### config.mk
export PLATFORM = sky130hd
export DESIGN_NAME = hazard_scoreboard
export DESIGN_NICKNAME = d
export VERILOG_FILES = /design/src/rtl/hazard_scoreboard_pkg.sv /design/src/rtl/hazard_scoreboard_sat_counter.sv /design/src/rtl/hazard_scoreboard.sv
export SDC_FILE = /design/constraint.sdc
export NUM_CORES = 1
export LEC_CHECK = 0
export CORE_MARGIN = 2
export CORE_UTILIZATION = 57
export CTS_BUF_LIST = sky130_fd_sc_hd__clkbuf_4
export DETAILED_ROUTE_END_ITERATION = 10
export PLACE_DENSITY = 0.89
export SLEW_MARGIN = 10
export SYNTH_ARGS = -nofsm -noshare
export SYNTH_HDL_FRONTEND = slang
export SYNTH_SLANG_ARGS = --single-unit
### constraint.sdc
create_clock -name clk -period 10.4 [get_ports clk]
set_input_delay 3.12 -clock clk [delete_from_list [all_inputs] [get_ports clk]]
set_output_delay 3.12 -clock clk [all_outputs]
set_load 0.005 [all_outputs]
### src/rtl/hazard_scoreboard_pkg.sv
// rtl/hazard_scoreboard_pkg.sv - shared types and constants for the load-use hazard scoreboard
package hazard_scoreboard_pkg;

    typedef enum logic [1:0] {
        ST_IDLE    = 2'd0,
        ST_STALLED = 2'd1,
        ST_TIMEOUT = 2'd2
    } hz_state_e;

    localparam logic [4:0] REG_ZERO           = 5'd0;
    localparam int         MAX_LD_OUTSTANDING = 2;

endpackage

### src/rtl/hazard_scoreboard_sat_counter.sv
// rtl/hazard_scoreboard_sat_counter.sv - up/down counter clamped to [0, MAX]
module sat_counter #(
    parameter int           W   = 8,
    parameter logic [W-1:0] MAX = '1
) (
    input  logic         clk,
    input  logic         rst,
    input  logic         inc_i,
    input  logic [1:0]   dec_i,
    output logic [W-1:0] count_o
);

    logic [W-1:0] count_q, count_d;
    logic [W+1:0] sum_inc;
    logic [W+1:0] dec_ext;
    logic [W+1:0] diff;

    // Two guard bits let the sum overshoot MAX before clamping.
    always_comb begin
        sum_inc = {2'b00, count_q} + {{(W+1){1'b0}}, inc_i};
        dec_ext = {{W{1'b0}}, dec_i};
        diff    = sum_inc - dec_ext;
        count_d = count_q;
        if (sum_inc < dec_ext) begin
            count_d = '0;
        end else if (diff > {2'b00, MAX}) begin
            count_d = MAX;
        end else begin
            count_d = diff[W-1:0];
        end
    end

    always_ff @(posedge clk or posedge rst) begin
        if (rst) begin
            count_q <= '0;
        end else begin
            count_q <= count_d;
        end
    end

    assign count_o = count_q;

endmodule

### src/rtl/hazard_scoreboard.sv
// rtl/hazard_scoreboard.sv - pending-load scoreboard driving ID stall/bubble with a stall watchdog
module hazard_scoreboard
    import hazard_scoreboard_pkg::*;
#(
    parameter int NREGS   = 32,
    parameter int TIMEOUT = 255
) (
    input  logic             clk,
    input  logic             rst,
    input  logic             id_valid,
    input  logic [4:0]       id_rs1,
    input  logic [4:0]       id_rs2,
    input  logic             id_uses_rs1,
    input  logic             id_uses_rs2,
    input  logic [4:0]       id_rd,
    input  logic             id_is_load,
    input  logic             ld_done,
    input  logic [4:0]       ld_done_rd,
    input  logic             ex_flush,
    input  logic             ex_is_load,
    input  logic [4:0]       ex_rd,
    output logic             stall,
    output logic             bubble,
    output logic [NREGS-1:0] load_pend,
    output logic [1:0]       ld_outstanding,
    output logic [15:0]      stall_count,
    output logic             hazard_timeout
);

    localparam logic [7:0] TIMEOUT_CNT = 8'(TIMEOUT);

    logic [NREGS-1:0] load_pend_q, load_pend_d;
    logic [31:0]      pend_ext;
    logic             issue, ld_issue, flush_ld;
    logic [1:0]       ld_dec;
    logic             rs1_hit, rs2_hit, ld_full;

    hz_state_e        state_q;
    logic [7:0]       stall_run_q;
    logic             hazard_timeout_q;

    assign pend_ext = 32'(load_pend_q);
    assign rs1_hit  = id_uses_rs1 && pend_ext[id_rs1] && (id_rs1 != REG_ZERO);
    assign rs2_hit  = id_uses_rs2 && pend_ext[id_rs2] && (id_rs2 != REG_ZERO);
    assign ld_full  = id_is_load && (ld_outstanding == 2'(MAX_LD_OUTSTANDING));

    // Depends only on registered state, so a same-cycle ld_done cannot release it.
    assign stall    = id_valid && (rs1_hit || rs2_hit || ld_full);
    assign bubble   = stall;

    assign issue    = id_valid && !stall;
    assign ld_issue = issue && id_is_load;
    assign flush_ld = ex_flush && ex_is_load;
    assign ld_dec   = {1'b0, ld_done} + {1'b0, flush_ld};

    assign load_pend_d[0] = 1'b0;
    for (genvar g = 1; g < NREGS; g++) begin : g_pend
        logic set_b, clr_b;
        assign set_b = ld_issue && (id_rd == 5'(g));
        assign clr_b = (ld_done && (ld_done_rd == 5'(g))) || (flush_ld && (ex_rd == 5'(g)));
        assign load_pend_d[g] = set_b || (load_pend_q[g] && !clr_b);
    end

    always_ff @(posedge clk or posedge rst) begin
        if (rst) begin
            load_pend_q <= '0;
        end else begin
            load_pend_q <= load_pend_d;
        end
    end

    sat_counter #(
        .W   (2),
        .MAX (2'(MAX_LD_OUTSTANDING))
    ) u_ld_outstanding (
        .clk     (clk),
        .rst     (rst),
        .inc_i   (ld_issue),
        .dec_i   (ld_dec),
        .count_o (ld_outstanding)
    );

    sat_counter #(
        .W   (16),
        .MAX (16'hFFFF)
    ) u_stall_count (
        .clk     (clk),
        .rst     (rst),
        .inc_i   (stall),
        .dec_i   (2'b00),
        .count_o (stall_count)
    );

    // The run counter includes the cycle that entered STALLED, so TIMEOUT
    // consecutive stall cycles land exactly on the transition.
    always_ff @(posedge clk or posedge rst) begin
        if (rst) begin
            state_q          <= ST_IDLE;
            stall_run_q      <= 8'd0;
            hazard_timeout_q <= 1'b0;
        end else begin
            case (state_q)
                ST_IDLE: begin
                    if (stall) begin
                        stall_run_q <= 8'd1;
                        if (TIMEOUT_CNT <= 8'd1) begin
                            state_q          <= ST_TIMEOUT;
                            hazard_timeout_q <= 1'b1;
                        end else begin
                            state_q <= ST_STALLED;
                        end
                    end else begin
                        stall_run_q <= 8'd0;
                    end
                end
                ST_STALLED: begin
                    if (!stall) begin
                        state_q     <= ST_IDLE;
                        stall_run_q <= 8'd0;
                    end else begin
                        stall_run_q <= stall_run_q + 8'd1;
                        if ((stall_run_q + 8'd1) >= TIMEOUT_CNT) begin
                            state_q          <= ST_TIMEOUT;
                            hazard_timeout_q <= 1'b1;
                        end
                    end
                end
                ST_TIMEOUT: begin
                    hazard_timeout_q <= 1'b1;
                end
                default: begin
                    state_q          <= ST_IDLE;
                    stall_run_q      <= 8'd0;
                    hazard_timeout_q <= 1'b0;
                end
            endcase
        end
    end

    assign load_pend      = load_pend_q;
    assign hazard_timeout = hazard_timeout_q;

endmodule

## Word-level counts from Yosys, hierarchy flattened

Cells that the tools add are included.

| word-level totals | value |
|---|---|
| register bits after elaboration | 60 |
| output and inout port bits | 53 |
| word-level logic and storage cells | 372 |
| input bits | 34 |

| operators by class | value |
|---|---|
| bitwise gates (word level) | 2 |
| order comparisons | 7 |
| mux-type cells | 18 |
| eq/ne operators | 100 |
| add/subtract/negate cells | 5 |
| reductions and logical operators | 234 |

Operators with widths:

| cell | number |
|---|---|
| $eq 5x5->1 const B | 48 |
| $logic_and 1x1->1 | 133 |
| $eq 5x4->1 const B | 24 |
| $logic_or 1x1->1 | 64 |
| $eq 5x3->1 const B | 12 |
| $logic_not 1->1 | 32 |
| $mux 16 | 2 |
| $eq 5x2->1 const B | 6 |
| $pmux 8 s3 | 1 |
| $gt 18x16->1 const B | 1 |
| $lt 18x1->1 const B | 1 |
| $add 16x1->17 | 1 |
| $eq 5x1->1 const B | 3 |
| $lt 5x6->1 const B | 2 |
| $bmux 1 s5 | 2 |
| $mux 2 | 5 |
| $reduce_bool 5->1 | 2 |
| $add 8x1->8 const B | 1 |
| $ge 8x8->1 const B | 1 |
| $mux 8 | 1 |
| $ne 2x2->1 const B | 3 |
| $pmux 2 s3 | 1 |
| $reduce_and 3->1 | 2 |
| $mux 1 | 5 |
| 11 further kinds | 13 |

## Depth between registers and ports, before layout

Gate-level depths: netlist of the first run.

| logic depth | value |
|---|---|
| depth in word-level cells | 15 |
| gate-level depth with buffers | 17 |
| depth with buffers taken out | 13 |

## By module

A second synthesis of the first run with hierarchy kept.

| second synthesis, totals | value |
|---|---|
| cells, all modules | 490 |
| area, all modules | 4,860.9 um^2 |

By module, submodules not included:

| module | seq. area each (um^2) | cells each | area an instance (um^2) | times used |
|---|---|---|---|---|
| hazard_scoreboard | 1,051.0 | 311 | 3,148.0 | 1 |
| sat_counter at u_stall_count | 400.4 | 159 | 1,505.2 | 1 |
| sat_counter at u_ld_outstanding | 50.0 | 20 | 207.7 | 1 |

## Worst setup path before layout of the first run

OpenSTA, ideal clock, no wires.

| path | value |
|---|---|
| path type | input -> output |
| start point | input id_rs2[2] |
| end point | output stall |
| cell stages on the path | 8 |
| data arrival time | 4,970 ps |
| data required time | 7,280 ps |
| path buffers | 2 |
| path slack | 2,310 ps |
| path through | buf_2 > mux4_2 > mux2_2 > nor4b_2 > a211oi_1 > o21ai_1 > inv_1 > buf_4 |

| between the ends | value |
|---|---|
| longest elaborated chain between the ends | 7 |
| elaborated cells on any way between the ends | 8 |
| those cells by class | 2 x mux; 6 x reduce/logical |

Ends and longest elaborated chain:

| item | line | RTL |
|---|---|---|
| start: declaration | hazard_scoreboard.sv:12 | `input logic [4:0] id_rs2,` |
| $bmux 1 s5 | hazard_scoreboard.sv:44 | `assign rs2_hit = id_uses_rs2 && pend_ext[id_rs2] && (id_rs2 != REG_ZERO);` |
| $mux 1 (not written as such) | hazard_scoreboard.sv:44 |  |
| $logic_and 1x1->1 | hazard_scoreboard.sv:44 |  |
| $logic_and 1x1->1 (*) | hazard_scoreboard.sv:44 |  |
| $logic_or 1x1->1 (*) (2 in series) | hazard_scoreboard.sv:48 | `assign stall = id_valid && (rs1_hit \|\| rs2_hit \|\| ld_full);` |
| $logic_and 1x1->1 (*) | hazard_scoreboard.sv:48 |  |
| end: declaration | hazard_scoreboard.sv:22 | `output logic stall,` |

Every way passes the cells marked *; elsewhere a longest branch is shown, timed or not. The select of a mux whose other input is x is not followed.

## Worst setup path in the final report of the first run

| path | value |
|---|---|
| start point | input id_rs1[0] |
| end point | output stall |

| between the ends | value |
|---|---|
| longest elaborated chain between the ends | 7 |
| elaborated cells on any way between the ends | 8 |
| those cells by class | 2 x mux; 6 x reduce/logical |

Ends and longest elaborated chain:

| item | line | RTL |
|---|---|---|
| start: declaration | hazard_scoreboard.sv:11 | `input logic [4:0] id_rs1,` |
| $bmux 1 s5 | hazard_scoreboard.sv:43 | `assign rs1_hit = id_uses_rs1 && pend_ext[id_rs1] && (id_rs1 != REG_ZERO);` |
| $mux 1 (not written as such) | hazard_scoreboard.sv:43 |  |
| $logic_and 1x1->1 | hazard_scoreboard.sv:43 |  |
| $logic_and 1x1->1 (*) | hazard_scoreboard.sv:43 |  |
| $logic_or 1x1->1 (*) (2 in series) | hazard_scoreboard.sv:48 |  |
| $logic_and 1x1->1 (*) | hazard_scoreboard.sv:48 |  |

Marked as above.

==> key figures, run 1 <==
Status
  – Status: completed

Timing
  – Fmax: 106 MHz
  – Clock Skew: 0.0123 ns
  – Slew margin rel.: 47.2%
  – RSZ-0062 raised after global routing: no
  – Max Slew Vio Count: 0
  – Final Hold Violating Endpoints: 0
  – Setup TNS: 0 ns
  – Crit path time final: between 9 and 10 ns
  – Setup violators final: 0
  – Worst-margin pin slew: 0.789 ns
  – Final Cycle Share: 90.8%

Clocking
  – Post-CTS Setup Repair Bufs: 0
  – CTS tree: built
  – CTS Buffer Depth: 2
  – CTS resizes: 0
  – Total CTS buffers: 9
  – # hold bufs at CTS: 0
  – Worst-skew pair later-pin latency: 0.42 ns
  – Total clock sinks: 60
  – Reg clk slew, reported paths: 0.11 ns
  – Root cell of the clock tree: clkbuf_4
  – CTS H-tree lvls: 3

Route
  – # DRC: 0
  – Post-route ant nets: 0
  – Total wire length: about 11 mm
  – Vias: 3709
  – Detailed Routing Iterations Pass 1: 8
  – DR WL/cell: 20.5 µm
  – Via/cell ratio: approximately 6.6
  – Initial drt markers: 481

Worst setup path
  – Setup crit end kind: primary output
  – Worst-path fanout max: 15
  – Crit path DAT: 6.32 ns
  – Startpoint Class: input pin
  – Reg2Reg Capture Point: u_ld_outstanding.count_o[0]
  – WS Path Type: input pin to primary output
  – RR Startpoint: load_pend[7]
  – Crit path required time: approximately 7.3 ns
  – CP Buf/Inv Count: 3
  – R2R setup slack: 6.56 ns
  – Crit path top cell by count: clkdlybuf4s50_1
  – CP max stage cell: clkdlybuf4s50_1
  – CP cell instances: clkdlybuf4s50_1 -> mux4_2 -> nand2b_1 -> o211ai_1 -> a41oi_1 -> o21ai_1 -> inv_1 -> clkdlybuf4s50_1
  – Max incr delay on CP: 0.98 ns
  – CP top delay family: buffers and inverters
  – Critical path depth: 8
  – CP startpoint: id_rs1[0]
  – R2R depth: 13

Hold path
  – Worst Hold Class: flip-flop to flip-flop
  – Hold-critical path depth: 1
  – Hold path endpoint: state_q[0]
  – Hold Startpoint: state_q[0]

Yosys
  – Synth Instances: 399
  – Area of the mapped netlist: 0.00388 mm²
  – Multiplexer area fraction after synthesis: 9.68%
  – Post-synth EDFFs: 0
  – Dominant synthesized flop cell: dfrtp_1
  – Net Count, Synth: around 450
  – Largest family of logic cells by synthesized area: compound AO/OA/AOI/OAI gates
  – Xor-xnor portion of the synthesized cell area: 1.81%
  – Synthesized-area fraction occupied by adder cells: under 10%
  – Asr flop ratio synth: between 90% and 100%
  – Compound-Gate Fraction of Synth Area: between 20% and 30%
  – Sequential area share after synthesis: 38.7%
  – Distinct cells, synth: between 50 and 60
  – Synth Area in Simple Gates: 20.1%
  – Mean Syn Cell Area: 9.72 µm²
  – YS warnings: 0
  – Synthesized flop and latch total: 60

Finish
  – Share of cells above drive strength 1: 7.90%
  – Fill count: 516
  – Fin nets: approximately 520
  – Finished Core Util: 72.6%
  – Final cell count without fillers: 561
  – Diode count: 0
  – P&R area growth vs syn: 25.0%

Pwr
  – Leak: between 2 and 2.5 nW
  – VDD IR-drop max: 0.115 mV
  – Tot Pwr: between 0.7 and 0.8 mW
  – Power per cell area: 150 mW/mm²

Global route
  – Largest net degree at the start of global routing: slightly above 60
  – Antenna violations before repair: 0
  – Gr ovfl total: 0
  – First-pass GRT wire length: 18.1 mm
  – Vias in the first global route: 3582
  – Total Routing Usage GR: 31.5%

Floorplan
  – Core area: between 0.006 and 0.007 mm²
  – Rows: 30
  – Die X: 86.5 µm
  – Initial Util: 58.1%
  – Die Height: 86.5 µm
  – Ports: 87
  – Full die area: 0.00748 mm²

Run
  – Maximum capacitance violations: 0

Placement
  – Gp weighted congestion: approximately 0.95
  – Port bufs: 85
  – Post-DP HPWL: around 8.6 mm
  – Inst Count DP: 545
-- cell type report --
| class | count | area (µm²) | area share [%] |
|---|---|---|---|
| timing repair buffer | 86 | 858 | 17.7 |
| multi-input combinational | 303 | 2220 | 45.7 |
| sequential | 60 | 1500 | 31.0 |
| clock inverter | 7 | 43.8 | 0.903 |
| clock buffer | 9 | 67.6 | 1.39 |
| inverter | 16 | 60.1 | 1.24 |
| tap | 80 | 100 | 2.06 |
-- power by group --
group          switching, mW  internal, mW
Sequential            0.0565         0.272
Combinational          0.110         0.148
Clock                 0.0928        0.0477
Total                  0.260         0.468
-- metal layers --
metal,routed length [µm],up-vias,part of all wire [%],GRT usage (%)
met4,247,0,2.2,9.66
met1,4470,1759,39,41.8
met5,0,-,0,0
met2,5440,228,47,49.2
li1,-,1686,-,-
met3,1320,36,11,10.7
-- cells in the final DEF (no fill, tap or decap), types with 2 or more instances in the layout --
cell type	instances
clkdlybuf4s50_1	85
dfrtp_1	60
nand2_1	38
o221ai_1	31
nand2b_1	19
nand3_1	18
nor2_1	16
inv_1	15
mux2i_1	15
o41ai_1	15
a21oi_1	14
o21ai_1	13
ha_1	12
and3_1	10
o21ai_0	10
clkbuf_4	9
mux4_2	8
nor2b_1	8
or3_1	6
or2_2	5
a21o_1	5
xnor2_1	4
xor2_1	4
mux2_2	4
o211ai_1	4
nor3_1	4
a22oi_1	3
nand4b_1	3
or3_4	3
clkinv_2	3
and2_1	2
nand3b_1	2
o31ai_1	2
o21bai_1	2
nor4_1	2
a311o_1	2
fa_1	2
clkinv_4	2
-- Yosys cell counts (2+ instances only) --
cell type	n	area share (%)
a22oi_1	3	0.58
or3_1	6	0.97
inv_1	16	1.5
clkbuf_1	10	0.97
o31ai_1	2	0.39
nand4b_1	3	0.68
buf_2	2	0.26
o211ai_1	4	0.77
o21ai_1	13	1.7
ha_1	12	3.9
nand3b_1	2	0.39
buf_1	4	0.39
o221ai_1	31	7.0
mux2i_1	15	3.9
a21oi_1	14	1.8
and2_1	2	0.32
o21ai_0	10	1.3
and3_1	10	1.6
nor3_1	4	0.52
nor4_1	2	0.32
buf_6	2	0.58
a21o_1	5	0.97
or3_4	3	0.87
mux2_2	4	1.2
nor2b_1	8	1.3
nand2_1	38	3.7
nand2b_1	19	3.1
a311o_1	2	0.52
o41ai_1	15	3.4
buf_4	2	0.39
fa_1	2	1.0
nor2_1	16	1.5
xnor2_1	4	0.90
dfrtp_1	60	39
o21bai_1	2	0.39
or2_2	5	0.81
xor2_1	4	0.90
mux4_2	8	4.6
nand3_1	18	2.3
-- registers in the layout, summed over array words and instances (netlist names) --
| register | count |
|---|---|
| state_q | 2 |
| stall_run_q | 8 |
| load_pend | 31 |
| hazard_timeout | 1 |
| u_stall_count.count_o | 16 |
| u_ld_outstanding.count_o | 2 |
-- logic make-up after synthesis --
| kind of cell | Yosys count |
|---|---|
| simple gates | 143 |
| compound gates | 110 |
| flops | 60 |
| buf+inv | 36 |
| mux | 27 |
| fa+ha+maj | 14 |
| xor+xnor | 8 |
| other cells | 1 |
-- how the worst max path moves through the flow --
stage | to | slack [ns]
finish | stall | 0.96
floorplan | stall | 2.31
detailed placement | stall | 0.99
CTS | stall | 0.97
global placement | stall | 1.09
global route | stall | 0.85
-- per-stage QoR --
stage | hold slack (ns) | setup WS, ns | instance area, µm²
after global placement | 0.497 | 1.09 | 4740
after global routing | 0.550 | 0.853 | 4850
after CTS | 0.530 | 0.974 | 4850
final | 0.531 | 0.959 | 4850
after detailed placement | 0.502 | 0.991 | 4740
after floorplan | 0.479 | 2.31 | 3880
Note: power is estimated with default switching activity, not from simulation.
==> run 2: changes to the inputs <==
- GPL_ROUTABILITY_DRIVEN: unset -> 0
==> run 2 against run 1 <==
Count of clock-buffer cells in the layout increased by 1. Flip-flop and latch count did not move. Critical path depth stayed put. Total power up 3.5%. Critical path type unchanged. Largest cell class unchanged. Highest routed layer unchanged.
==> key figures, run 2 (same netlist as run 1, synthesis figures left out) <==
Timing
  – RSZ-0062 raised after global routing: no
  – Fmax: 107 MHz
  – Slew margin rel.: between 40% and 50%
  – Setup TNS: 0 ns
  – Crit path time final: 9.34 ns
  – Setup violators final: 0
  – Worst-margin pin slew: 0.768 ns
  – Final setup margin: around 1.1 ns
  – Max Slew Vio Count: 0
  – WHS: approximately 0.52 ns
  – Final Hold Violating Endpoints: 0
  – Final Cycle Share: 89.9%
  – Clock Skew: 0.0118 ns

Finish
  – Number of flip-flops in the largest register: 31
  – Share of cells above drive strength 1: 8.30%
  – Most frequent cells in the layout: clkdlybuf4s50_1 (85), dfrtp_1 (60), nand2_1 (38)
  – P&R area growth vs syn: 25.9%
  – Final cell count without fillers: 562
  – Diode count: 0
  – Most common cell after layout, fill and taps aside: clkdlybuf4s50_1
  – Finished Core Util: 73.1%
  – Fin nets: 525

Floorplan
  – Core area: around 0.0067 mm²
  – Initial Util: 58.1%
  – Die Height: 86.5 µm
  – Ports: between 80 and 90
  – Die X: just under 90 µm
  – Rows: 30
  – Full die area: 0.00748 mm²

Pwr
  – VDD IR-drop max: 0.111 mV
  – Power per cell area: 154 mW/mm²
  – Leak: 2.05 nW

Run
  – Maximum capacitance violations: 0

Placement
  – Inst Count DP: 546
  – Port bufs: 85
  – Post-DP HPWL: 8.06 mm
  – Pre-CTS setup slack: 1.07 ns

Worst setup path
  – RR Startpoint: u_ld_outstanding.count_o[1]
  – R2R setup slack: 6.54 ns
  – Setup crit end kind: primary output
  – WS Path Type: input pin to primary output
  – Worst-path fanout max: 10
  – Startpoint Class: input pin
  – Reg2Reg Capture Point: u_ld_outstanding.count_o[0]
  – Crit path required time: 7.28 ns
  – R2R depth: 13
  – Crit path DAT: between 6 and 7 ns

Clocking
  – Total CTS buffers: 9
  – Worst-skew pair later-pin latency: 0.41 ns
  – # hold bufs at CTS: 0
  – CTS Buffer Depth: 2
  – CTS tree: built
  – Reg clk slew, reported paths: around 0.11 ns
  – Root cell of the clock tree: clkbuf_4
  – Total clock sinks: 60
  – CTS H-tree lvls: 3
  – Post-CTS Setup Repair Bufs: 0
  – CTS resizes: 0

Route
  – Vias: 3808
  – Initial drt markers: around 480
  – Detailed Routing Iterations Pass 1: 7
  – # DRC: 0
  – Post-route ant nets: 0
  – DR WL/cell: 19.4 µm
  – Total wire length: between 10 and 15 mm
  – Via/cell ratio: 6.78

Global route
  – Largest net degree at the start of global routing: between 60 and 70
  – Vias in the first global route: ~3600
  – Gr ovfl total: 0
  – First-pass GRT wire length: 17.2 mm
  – Antenna violations before repair: 0
  – Total Routing Usage GR: 29.5%

Hold path
  – Hold Startpoint: u_stall_count.count_o[14]
  – Hold-critical path depth: 1
  – Hold path endpoint: u_stall_count.count_o[14]
  – Worst Hold Class: flip-flop to flip-flop

Status
  – Status: completed
[run 2: area by class of cell]
| type | instances | area [µm²] |
|---|---|---|
| Timing Repair Buffer | 87 | 866 |
| Multi-Input combinational cell | 303 | 2220 |
| Clock buffer | 10 | 75.1 |
| Fill cell | 482 | 1800 |
| Tap cell | 80 | 100 |
| Clock inverter | 6 | 63.8 |
| Sequential cell | 60 | 1500 |
| Inverter | 16 | 60.1 |
[run 2: per-stage QoR]
stage / power [mW] / cell area [µm²]
after floorplan: 0.448 / 3880
after global placement: 0.573 / 4740
after detailed placement: 0.584 / 4740
after CTS: 0.749 / 4880
after global routing: 0.789 / 4880
final: 0.753 / 4880
[run 2: how the worst max path moves through the flow]
stage | startpoint | to | slack, ns
2_1_floorplan | id_rs2[2] | stall | 2.31
3_3_place_gp | id_rs2[2] | stall | 1.19
3_5_place_dp | id_rs2[2] | stall | 1.07
4_1_cts | id_rs2[2] | stall | 1.06
5_1_grt | id_rs2[2] | stall | 0.89
6_report | id_rs2[2] | stall | 1.06
[run 2: layer usage]
layer / up-vias / track usage, % / part of all wire [%]
li1: 1687 / - / -
met5: - / 0 / 0
met4: 0 / 11.5 / 2.7
met2: 285 / 44.3 / 45
met1: 1791 / 40.0 / 40
met3: 45 / 9.33 / 12
[run 2: critical path, cell delays in order]
cell and delay, ns:
clkdlybuf4s50_1 0.78, mux4_2 0.57, mux2_2 0.28, nor4b_2 0.21, a211oi_1 0.10, o21ai_1 0.46, inv_1 0.20, clkdlybuf4s50_1 0.50
[run 2: where the power goes]
part | total, mW | internal [mW] | switching [mW]
registers | 0.326 | 0.272 | 0.0542
logic | 0.259 | 0.149 | 0.110
clock network | 0.168 | 0.0759 | 0.0921
